## config.mk

```make
export PLATFORM = sky130hd
export DESIGN_NAME = seq_mult_ctrl
export DESIGN_NICKNAME = d
export VERILOG_FILES = /design/src/rtl/seq_mult_ctrl.sv
export SDC_FILE = /design/constraint.sdc
export NUM_CORES = 1
export LEC_CHECK = 0
export ABC_CLOCK_PERIOD_IN_PS = 2900
export BUFFER_PORTS_ARGS = -buffer_cell sky130_fd_sc_hd__buf_4
export CORE_ASPECT_RATIO = 1.1
export CORE_MARGIN = 2
export CORE_UTILIZATION = 45
export CTS_CLUSTER_SIZE = 28
export DETAILED_ROUTE_END_ITERATION = 10
export GPL_ROUTABILITY_DRIVEN = 0
export SYNTH_ARGS = -nofsm -noshare
export SYNTH_HDL_FRONTEND = slang
export SYNTH_SLANG_ARGS = --single-unit
```

## constraint.sdc

```tcl
create_clock -name clk -period 2.9 [get_ports clk]
set_clock_uncertainty 0.2 [all_clocks]
set_input_delay 0.145 -clock clk [delete_from_list [all_inputs] [get_ports clk]]
set_output_delay 0.145 -clock clk [all_outputs]
set_load 0.1 [all_outputs]
```

## src/rtl/seq_mult_ctrl.sv

```systemverilog
// -----------------------------------------------------------------------------
// seq_mult_ctrl
// Sequencing controller and shift-add datapath for a signed sequential
// multiplier. The block accepts two two's-complement operands on a start/ready
// handshake and converts them to magnitudes. It runs one unsigned add/shift
// iteration per clock, then applies the result sign (XOR of the operand MSBs)
// and presents the signed product together with a one-cycle done pulse.
//
// Ports
//   clk          system clock, rising edge
//   reset        asynchronous, active-low reset
//   start        request a multiplication (sampled only while ready=1)
//   multiplicand signed operand A, sampled on the accepting edge
//   multiplier   signed operand B, sampled on the accepting edge
//   ready        high only in IDLE
//   busy         high in RUN and SIGN
//   done         registered one-cycle pulse marking a new product
//   product      signed 2*WORD_LENGTH result, held until the next result
//
// state | meaning
// ------+-----------------------------------------------------------------
// IDLE  | waiting for start; operands are captured on the accepting edge
// RUN   | one add/shift iteration per clock, WORD_LENGTH cycles in total
// SIGN  | apply the sign to the magnitude, write product, raise done
// DONE  | drop done, return to IDLE; product holds
// -----------------------------------------------------------------------------
module seq_mult_ctrl #(
   parameter int WORD_LENGTH = 8
) (
   input  logic                       clk,
   input  logic                       reset,
   input  logic                       start,
   input  logic [WORD_LENGTH-1:0]     multiplicand,
   input  logic [WORD_LENGTH-1:0]     multiplier,
   output logic                       ready,
   output logic                       busy,
   output logic                       done,
   output logic [2*WORD_LENGTH-1:0]   product
);

   localparam int COUNT_WIDTH = $clog2(WORD_LENGTH) + 1;
   localparam logic [COUNT_WIDTH-1:0] CNT_ONE  = COUNT_WIDTH'(1);
   localparam logic [COUNT_WIDTH-1:0] CNT_LAST = COUNT_WIDTH'(WORD_LENGTH - 1);

   typedef enum logic [1:0] {
      IDLE = 2'd0,
      RUN  = 2'd1,
      SIGN = 2'd2,
      DONE = 2'd3
   } state_t;

   state_t                     state;
   logic [WORD_LENGTH-1:0]     mcand_mag;
   logic [WORD_LENGTH-1:0]     mplier_mag;
   logic [WORD_LENGTH-1:0]     acc;
   logic                       neg;
   logic [COUNT_WIDTH-1:0]     counter;

   logic [WORD_LENGTH-1:0]     mcand_abs;
   logic [WORD_LENGTH-1:0]     mplier_abs;
   logic [WORD_LENGTH-1:0]     addend;
   logic [WORD_LENGTH:0]       sum;
   logic [2*WORD_LENGTH-1:0]   mag;

   // The most negative operand negates to itself in WORD_LENGTH bits, which
   // read as unsigned is exactly its magnitude 2^(WORD_LENGTH-1).
   always_comb begin
      mcand_abs  = multiplicand[WORD_LENGTH-1] ? -multiplicand : multiplicand;
      mplier_abs = multiplier[WORD_LENGTH-1]   ? -multiplier   : multiplier;
      addend     = mplier_mag[0] ? mcand_mag : '0;
      sum        = {1'b0, acc} + {1'b0, addend};
      // After the last shift the low half of the product sits in mplier_mag.
      mag        = {acc, mplier_mag};
   end

   assign ready = (state == IDLE);
   assign busy  = (state == RUN) || (state == SIGN);

   always_ff @(posedge clk or negedge reset) begin
      if (!reset) begin
         state      <= IDLE;
         mcand_mag  <= '0;
         mplier_mag <= '0;
         acc        <= '0;
         neg        <= 1'b0;
         counter    <= '0;
         product    <= '0;
         done       <= 1'b0;
      end else begin
         case (state)
            IDLE: begin
               done <= 1'b0;
               if (start) begin
                  mcand_mag  <= mcand_abs;
                  mplier_mag <= mplier_abs;
                  neg        <= multiplicand[WORD_LENGTH-1] ^ multiplier[WORD_LENGTH-1];
                  acc        <= '0;
                  counter    <= '0;
                  state      <= RUN;
               end
            end
            RUN: begin
               done <= 1'b0;
               // {carry, acc, mplier_mag} shifted right by one.
               acc        <= sum[WORD_LENGTH:1];
               mplier_mag <= {sum[0], mplier_mag[WORD_LENGTH-1:1]};
               counter    <= counter + CNT_ONE;
               if (counter == CNT_LAST) begin
                  state <= SIGN;
               end
            end
            SIGN: begin
               // Negating a zero magnitude yields zero, so no negative zero.
               product <= neg ? -mag : mag;
               done    <= 1'b1;
               state   <= DONE;
            end
            DONE: begin
               done  <= 1'b0;
               state <= IDLE;
            end
            default: begin
               done  <= 1'b0;
               state <= IDLE;
            end
         endcase
      end
   end

endmodule

```

==> reports/metrics.csv <==
stage,metric,value,unit
run_status,outcome,"finished, final reports clean",
clock_tree,CTS tree,built,
synth,Yosys reg bits,48,
global_route,first-pass GRT wire length,10700,um
cells_and_area,"commonest non-fill, non-tap cell in the layout",dfrtp_1,
hold_path,Hold Path Class,input port to register,
synth,Gate Count Post-Synth,320,
cells_and_area,Sequential cell area,0.00120,sq mm
timing,final period utilization,0.883,
critical_path,maximum fanout along the worst path,12,
cells_and_area,area delta synth->final,21.0,%
synth,YS warnings,0,
floorplanning,Initial Utilization,0.458,
detailed_routing,Vias,2428,
detailed_routing,WL/cell,14.3,um
clock_tree,Num CTS Buffers,5,
detailed_routing,ANT nets after route,0,
critical_path,"Buf+Inv Stages, Crit Path",3,
synth,distinct cell type count after synthesis,56,
detailed_routing,DRT Wirelength,6480,um
critical_path,r2r setup slk,0.34,ns
detailed_routing,Iteration-0 DRC Markers,90,
global_route,GR Util met2,0.323,
cells_and_area,fillers,605,
critical_path,"Data arrival, critical path",2.55,ns
critical_path,critical path's slowest cell,dlygate4sd3_1,
timing,Final TNS setup,0,ns
critical_path,CP required,2.89,ns
critical_path,Setup crit start kind,register,
floorplanning,CORE AREA,0.00648,sq mm
global_route,GRT Max-Usage Layer,met2,
global_route,pin count of the biggest net entering global routing,49,
detailed_routing,TritonRoute pass-1 iters,4,
global_route,grt met3 use,0.0323,
floorplanning,# IOs,38,
synth,syn avg cell area,9.26,sq um
cells_and_area,share of cells above drive strength 1,0.173,
job,Max Cap Viol,0,
clock_tree,"CTS clk-pin slew, worst paths",0.09,ns
synth,"EDFF count, synth",0,
synth,sequential element share of the synthesized area,0.405,
synth,syn_nets,355,
cells_and_area,# diodes,0,
timing,Final Hold Fails,0,
timing,RSZ-0062 raised after global routing,false,
timing,Worst Tran Pin Value,0.695,ns
floorplanning,DIE AREA,0.00725,sq mm
floorplanning,FP Rows,31,
floorplanning,DIE HEIGHT,89.1,um
timing,Final Critical Period,2.56,ns
detailed_routing,Vias/cell,5.37,
placement,number of port buffers,37,
clock_tree,Post CTS Setup Buffer Count,0,
global_route,antenna violations before repair,0,
clock_tree,clk_lat worst skew,0.30,ns
global_route,grt total ovfl,0,
timing,Final setup viols,0,
critical_path,worst stage delay on the critical path,0.56,ns
clock_tree,Clock Path Buffers,2,
critical_path,Crit Path Class,register to register,
synth,cell area after synthesis,0.00296,sq mm
floorplanning,Die W,81.4,um
global_route,Total GRT Usage,0.193,
cells_and_area,Multi-input gate area,0.00165,sq mm
timing,max-slew violations,0,
critical_path,CP Cell Sequence,inv_1 > ha_2 > nor2b_1 > nor2_1 > buf_4 > a221oi_1 > o31ai_1 > dlygate4sd3_1,
global_route,grt met1 use,0.257,
synth,async set-reset flop share out of synthesis,1.00,
critical_path,CP Capture Type,register,
timing,fmax,390,MHz
clock_tree,H-tree levels,2,
clock_tree,clock sink total,48,
synth,Synth Flop Type,dfrtp_1,
placement,DP Wirelength,4820,um
global_route,vias in the first global route,2221,
cells_and_area,"Net count, final",404,
critical_path,kind of cell adding the most delay to the critical path,buffers and inverters,
cells_and_area,"commonest non-fill, non-tap cells in the layout","dfrtp_1 (48), buf_4 (44), nand2_1 (28)",
clock_tree,root buf cell,clkbuf_8,
detailed_routing,drt drc,0,
timing,Slew Limit Headroom,0.535,
==> synthesized netlist by cell type (all sizes together), types with 2 or more instances <==
master / n / area [sq um]
dfrtp: 48 / 1200
nand2: 28 / 105
nor2: 25 / 93.8
a21oi: 23 / 115
o21ai: 23 / 115
ha: 15 / 188
xor2: 15 / 131
inv: 13 / 48.8
clkbuf: 11 / 41.3
o31ai: 9 / 67.6
xnor2: 9 / 78.8
and2: 8 / 50.1
nor3: 8 / 40.0
mux2i: 5 / 50.1
nor2b: 5 / 31.3
o22ai: 5 / 31.3
or3: 5 / 31.3
a221oi: 4 / 35.0
buf: 4 / 23.8
o41ai: 4 / 42.6
a211o: 3 / 26.3
a21boi: 3 / 22.5
and3: 3 / 18.8
nand2b: 3 / 18.8
nor3b: 3 / 22.5
or2: 3 / 18.8
a211oi: 2 / 15.0
a22o: 2 / 17.5
a32o: 2 / 20.0
mux2: 2 / 22.5
nand3: 2 / 10.0
nand3b: 2 / 15.0
nand4: 2 / 12.5
nor4: 2 / 27.5
o211ai: 2 / 15.0
==> logic make-up (layout without fill, tap and decap cells) <==
logic type	after synthesis	in the layout	share of synthesized area
AND/OR/NAND/NOR	103	103	0.182
flip-flops	48	48	0.405
XOR/XNOR	24	24	0.0709
AO/OA/AOI/OAI	93	93	0.208
adder cells (fa/ha/maj)	16	16	0.0701
buffers and inverters	29	79	0.0397
multiplexers	7	7	0.0245
==> final timing paths <==
| path | start | endpoint | cells past startpoint |
|---|---|---|---|
| min reg2reg | mcand_mag[4] | mcand_mag[4] | 2 |
| max | state[0] | mplier_mag[4] | 8 |
| min in group asynchronous | reset | product[2] | 2 |
| max in group asynchronous | reset | mcand_mag[6] | 2 |
| min | multiplier[3] | mplier_mag[3] | 3 |
| max reg2reg | state[0] | mplier_mag[4] | 8 |
==> worst min-delay path, delay by kind of cell <==
| family | cells | cell delay (ns) |
|---|---|---|
| AOI/OAI and AO/OA | 1 | 0.08 |
| xor gates and xnor gates | 1 | 0.16 |
| buffers and inverters | 1 | 0.10 |
==> area by class of cell <==
cell class | instances | area share
clock buffers | 6 | 0.0230
clock inverters | 2 | 0.0108
inverters | 14 | 0.0147
multi-input cells | 243 | 0.460
flip-flops and latches | 48 | 0.335
well taps | 82 | 0.0286
repair buffers | 57 | 0.128
==> per-layer routing <==
| metal | part of all wire | vias up |
|---|---|---|
| met2 | 0.48 | 49 |
| met4 | 0.0057 | 0 |
| met3 | 0.042 | 4 |
| met5 | 0 | - |
| li1 | - | 1255 |
| met1 | 0.47 | 1120 |
==> timing repair <==
item                                    CTS  global route
hold endpoints to repair                 60             0
gates resized for setup                   0             1
endpoints found under the setup margin    0             1
hold buffers                             13             0
==> sequential cells by signal, indices dropped and copies added, names as in the netlist <==
name	flops
counter	4
acc	8
mcand_mag	8
mplier_mag	8
state	2
product	16
done	1
neg	1
==> metrics by stage <==
stage	cells	hold slack [ns]	instance area [sq um]	utilization	setup WS, ns
6_report	452	0.0306	3590	0.554	0.339
5_1_grt	452	0.0293	3590	0.554	0.143
4_1_cts	452	0.0149	3580	0.553	0.202
3_5_place_dp	431	0.00229	3330	0.514	0.424
3_3_place_gp	431	0.00180	3330	0.514	0.458
2_1_floorplan	320	-0.351	2960	-	0.332
Power is left out: the tool's default activity adds up to more than one toggle a clock period on the data nets, which glitch-free logic cannot reach.
